File: src/rtl/l2_arb_pkg.sv
// l2_arb_pkg: shared types and constants for the L1-to-L2 port arbiter.
package l2_arb_pkg;
   typedef enum logic [1:0] {IDLE, GRANT_I, GRANT_D, RELEASE} state_t;
   localparam logic SRC_I = 1'b0;
   localparam logic SRC_D = 1'b1;
   localparam int ADDR_W = 26;
endpackage

File: src/rtl/l2_port_arbiter.sv
// l2_port_arbiter: shares the L2 request port between L1 I-cache and D-cache controllers.
// ARB_ROUND_ROBIN_EN selects a rotating tie-break; otherwise D wins every tie.
module l2_port_arbiter #(
   parameter int ADDR_W = l2_arb_pkg::ADDR_W
) (
   input  logic              clk,
   input  logic              nrst,
   input  logic              i_read_req,
   input  logic              i_write_req,
   input  logic [ADDR_W-1:0] i_addr,
   output logic              i_ready,
   input  logic              d_read_req,
   input  logic              d_write_req,
   input  logic [ADDR_W-1:0] d_addr,
   output logic              d_ready,
   output logic              l2_read,
   output logic              l2_write,
   output logic [ADDR_W-1:0] l2_addr,
   input  logic              l2_ready,
   output logic              l2_src
);
   import l2_arb_pkg::*;

   state_t state_q, state_d;
   logic   pend_i, pend_d, win_d, gnt_i, gnt_d;

   always_comb begin
      pend_i = i_read_req | i_write_req;
      pend_d = d_read_req | d_write_req;
      gnt_i  = state_q == GRANT_I;
      gnt_d  = state_q == GRANT_D;
   end

`ifdef ARB_ROUND_ROBIN_EN
   logic ptr_q, ptr_d;

   always_ff @(posedge clk or negedge nrst)
      if (!nrst) ptr_q <= SRC_I;
      else       ptr_q <= ptr_d;

   // Each completion hands the next tie to the other side.
   always_comb begin
      ptr_d = (gnt_i && l2_ready) ? SRC_D : (gnt_d && l2_ready) ? SRC_I : ptr_q;
      win_d = pend_d && (!pend_i || ptr_q == SRC_D);
   end
`else
   always_comb win_d = pend_d;
`endif

   always_ff @(posedge clk or negedge nrst)
      if (!nrst) state_q <= IDLE;
      else       state_q <= state_d;

   always_comb begin
      state_d = state_q;
      case (state_q)
         IDLE:    state_d = win_d ? GRANT_D : pend_i ? GRANT_I : IDLE;
         GRANT_I: state_d = l2_ready ? RELEASE : pend_i ? GRANT_I : IDLE;
         GRANT_D: state_d = l2_ready ? RELEASE : pend_d ? GRANT_D : IDLE;
         default: state_d = IDLE;
      endcase
   end

   // A write-back takes precedence over a read from the same requester.
   always_comb begin
      l2_write = (gnt_i & i_write_req) | (gnt_d & d_write_req);
      l2_read  = (gnt_i & i_read_req & ~i_write_req) | (gnt_d & d_read_req & ~d_write_req);
      l2_addr  = gnt_i ? i_addr : gnt_d ? d_addr : '0;
      l2_src   = gnt_d ? SRC_D : SRC_I;
      i_ready  = gnt_i & l2_ready;
      d_ready  = gnt_d & l2_ready;
   end
endmodule

File: config.mk
export PLATFORM = sky130hd
export DESIGN_NAME = l2_port_arbiter
export DESIGN_NICKNAME = d
export VERILOG_FILES = /design/src/rtl/l2_arb_pkg.sv /design/src/rtl/l2_port_arbiter.sv
export SDC_FILE = /design/constraint.sdc
export NUM_CORES = 1
export LEC_CHECK = 0
export ABC_CLOCK_PERIOD_IN_PS = 2100
export CAP_MARGIN = 15
export CORE_MARGIN = 3
export CORE_UTILIZATION = 20
export CTS_CLUSTER_DIAMETER = 50
export DETAILED_ROUTE_END_ITERATION = 6
export PLACE_DENSITY = 0.95
export SYNTH_ARGS = -nofsm -noshare
export SYNTH_HDL_FRONTEND = slang
export SYNTH_SLANG_ARGS = --single-unit
File: constraint.sdc
create_clock -name clk -period 2.1 [get_ports clk]
set_clock_uncertainty 0.05 [all_clocks]
set_input_delay 0.315 -clock clk [delete_from_list [all_inputs] [get_ports clk]]
set_output_delay 0.315 -clock clk [all_outputs]
set_load 0.01 [all_outputs]
Word-level counts from Yosys, hierarchy flattened
Cells that the tools add are included.

Memories kept: 0. Bits in writable memories: 0. Flip-flop bits (word level): 2. Memory bits (read-only): 0. Output and inout port bits: 31. Input port bits: 59. Logic and storage cells: 27. Bits in latches: 0.

Bitwise logic cells: 14. Mux-type cells: 9. Multiply operators: 0. Eq/ne operators: 2. Add/subtract/negate cells: 0. Divide/modulo/power cells: 0. Order comparisons: 0. Reductions and logical operators: 1. Shifts and indexed selects: 0.

Operators by type and width (number): 26-bit 2-to-1 mux (2); 1-bit bitwise AND (8); 2-bit 2-to-1 mux (4); 2-bit case mux with 3 select lines (1); 1-bit bitwise OR (4); 2-bit by 1-bit == test with 1-bit output (second input constant) (1); 2-bit == test (second input constant) (1); 2-bit logical NOT (1); 1-bit 2-to-1 mux (2); 1-bit inverter (2).

Longest topological paths before layout
Depth after elaboration: 4. Depth in mapped cells: 4. Mapped depth without buffers: 3.

Least setup slack after synthesis
Ideal clock, no wire load.

Kind: register -> output. Start: register state_q[0]. End: output l2_addr[15]. Path slack: 693 ps. Stages on the path, launching flop included: 5. Data arrival time: 1042 ps. Path buffers: 2. Path through: dfrtp_1 > nor2b_4 > buf_6 > buf_6 > a22o_1.

Cells in the longest elaborated chain, start to end: 3.

RTL lines: from (decl) (line l2_port_arbiter.sv:24) `state_t state_q, state_d;`; from (signal assigned) (line l2_port_arbiter.sv:52) `else state_q <= state_d;`; 2-bit == test (line l2_port_arbiter.sv:31) `gnt_d = state_q == GRANT_D;`; 26-bit 2-to-1 mux (line l2_port_arbiter.sv:68) `l2_addr = gnt_i ? i_addr : gnt_d ? d_addr : '0;`; 26-bit 2-to-1 mux * (line l2_port_arbiter.sv:68); to (decl) (line l2_port_arbiter.sv:18) `output logic [ADDR_W-1:0] l2_addr,`.

Mark *: on every way between the ends. The rest lies on a longest branch, timed or not.

Worst setup path after layout
Start: register state_q[1]. End: output d_ready.

Cells in the longest elaborated chain, start to end: 2.

RTL lines: 2-bit == test (line l2_port_arbiter.sv:31); 1-bit bitwise AND (line l2_port_arbiter.sv:71) `d_ready = gnt_d & l2_ready;`; to (decl) (line l2_port_arbiter.sv:15) `output logic d_ready,`.

No other way between the ends.

==> impl_metrics.tcl <==
set metrics [dict create \
    grt_pass1_wl_um 3670 \
    powerDensity_nw_per_um2 997 \
    yosysWarnings 0 \
    synth_edf_count 0 \
    synth-seq-cells 2 \
    ir_drop_uv 684 \
    drive_gt1_frac 0.0730 \
    fillers 142 \
    synthXorXnorAreaFrac 0 \
    clk_pin_slew_ns 0.03 \
    final_net_count 198 \
    post_cts_buffers 0 \
    grt.total_usage 0.180 \
    synth_top_area_frac 0.532 \
    worst_pin_slew_ns 0.202 \
    cts_hold_buffers 0 \
    first_pass_iters 3 \
    slew_headroom 0.864 \
    slew_violations 0 \
    worstPathRequired_ns 1.74 \
    arrival_ns 1.63 \
    largest-register "state_q" \
    finalWirelength_um 2830 \
    grt_overflow 0 \
    drc 0 \
    grt_pass1_vias 820 \
    synth_nets 107 \
    synth_area_leaders "a22o_1 (53%), dfrtp_1 (11%), buf_6 (10%)" \
    largest_reg_flops 2 \
    top_regs "state_q: 2 flops" \
    cp_max_fo 12 \
    drt_iter0_drc 9 \
    ant_nets 0 \
    clock_latency_ns 0.23 \
    synth_common_cells "a22o_1 (27), buf_6 (4), buf_2 (2), dfrtp_1 (2), nor2b_4 (2)" \
    hold_path.class "primary input to async pin" \
    p_leak_nw 0.950 \
    synth.distinct_cells 16 \
    die_h_um 53.1 \
    finalSetupViolations 0 \
    startpoint_type "flip-flop" \
    clock_path_buffers 2 \
    rsz0062_at_grt "no" \
    pin_count 90 \
    detail_route.wl_per_cell_um 17.3 \
    io_buffers 89 \
    cts_max_level 1 \
    vias_per_cell 4.84 \
    placed_area_um2 1350 \
    rows 16 \
    cts_sinks 2 \
    yosys.area_share.adder 0 \
    dp_hpwl_um 2280 \
    synthesis.instances 48 \
    numCtsBuffers 3 \
    synth_mux_area_frac 0 \
    antenna_found_initial 0 \
    grt_max_degree 31 \
    synth-simple-area-share 0.146 \
    yosysSeqAreaShare 0.113 \
    synth_compound_area_frac 0.608 \
    drv_cap 0 \
    num_vias 793 \
    area_growth_pct 226 \
    synth_flop_cell "dfrtp_1" \
    cts-root-buf "clkbuf_4" \
    min_period_ns 2.00 \
    fin_area_um2 1450 \
    synth_area_leader_cell "a22o_1" \
    syn_area_per_cell_um2 9.25 \
    crit_type "flip-flop to primary output" \
    die_w_um 53.1 \
    gp_congestion 0.627 \
    initial_utilization 0.220 \
    tns_ns 0 \
    cp-end-kind "primary output" \
    timing.final.crit_share 0.951 \
    async_reset_ff_frac 1.00 \
    synth_top_family_by_area "compound AO/OA/AOI/OAI gates" \
    utilization 0.717 \
    yosysMostFrequentCell "a22o_1" \
    status "finished clean" \
    core_um2 2020 \
    synth_area_um2 444 \
    dieArea_um2 2820 \
    diodes 0 \
    cts_tree "yes" \
    hold_violations 0 \
    fmax_ghz 0.501 \
]
where the power goes:
group / internal, mW / switching (mW)
clock network: 0.0630 / 0.0217
logic: 0.752 / 0.521
registers: 0.0600 / 0.0280
total: 0.875 / 0.570
through the flow:
stage | instances | hold WS, ns | setup WS (ns) | power [mW]
finish | 164 | 0.204 | 0.104 | 1.45
detailed placement | 161 | 0.439 | 0.0443 | 1.41
global placement | 161 | 0.439 | 0.152 | 1.38
CTS | 164 | 0.195 | 0.000715 | 1.50
global route | 164 | 0.194 | 0.0114 | 1.54
floorplan | 48 | -0.0306 | 0.693 | 0.732
worst max-delay path, stage by stage (launching register included):
cell and delay, ns:
dfrtp_2 0.40, nor2b_4 0.18, buf_6 0.16, and2_4 0.15, clkdlybuf4s50_1 0.53
final timing paths:
kind	endpoint	slack (ns)	depth (start not counted)	startpoint
min	state_q[0]$_DFF_PN0_	0.20	1	nrst
max in group asynchronous	state_q[1]$_DFF_PN0_	1.66	1	nrst
min reg2reg	state_q[1]$_DFF_PN0_	0.51	1	state_q[0]$_DFF_PN0_
min in group clk	state_q[1]$_DFF_PN0_	0.51	1	state_q[0]$_DFF_PN0_
max reg2reg	state_q[0]$_DFF_PN0_	0.69	4	state_q[1]$_DFF_PN0_
max	d_ready	0.10	4	state_q[1]$_DFF_PN0_
cell families (layout without fill, tap and decap cells):
| logic type | Yosys count | after routing |
|---|---|---|
| flip-flops | 2 | 2 |
| buffers and inverters | 7 | 96 |
| AND/OR/NAND/NOR | 8 | 8 |
| AO/OA/AOI/OAI | 31 | 31 |
layout make-up:
class	count	area [um^2]	area share
sequential	2	51.3	0.0354
multi-input combinational	39	335	0.231
clock buffer	3	22.5	0.0155
inverter	1	3.75	0.00259
timing repair buffer	92	1000	0.692
tap	27	33.8	0.0233
cells in the final DEF (no fill, tap or decap), types with 2 or more instances in the layout:
master            n
clkbuf_4          3
nor2b_4           2
a22o_1           27
clkdlybuf4s50_1  60
dlymetal6s2s_1   28
buf_6             2
metal layers:
layer,share of wire,track usage,up-vias
li1,-,-,382
met1,0.34,0.161,354
met2,0.53,0.366,55
met3,0.12,0.0592,2
met4,0.0064,0.0596,0
met5,0,0,-
timing repair:
item                                    CTS  global route
resized for setup                         2            30
pin swaps                                 0             0
endpoints found under the setup margin   18            29
Note: power is estimated with default switching activity, not from simulation.
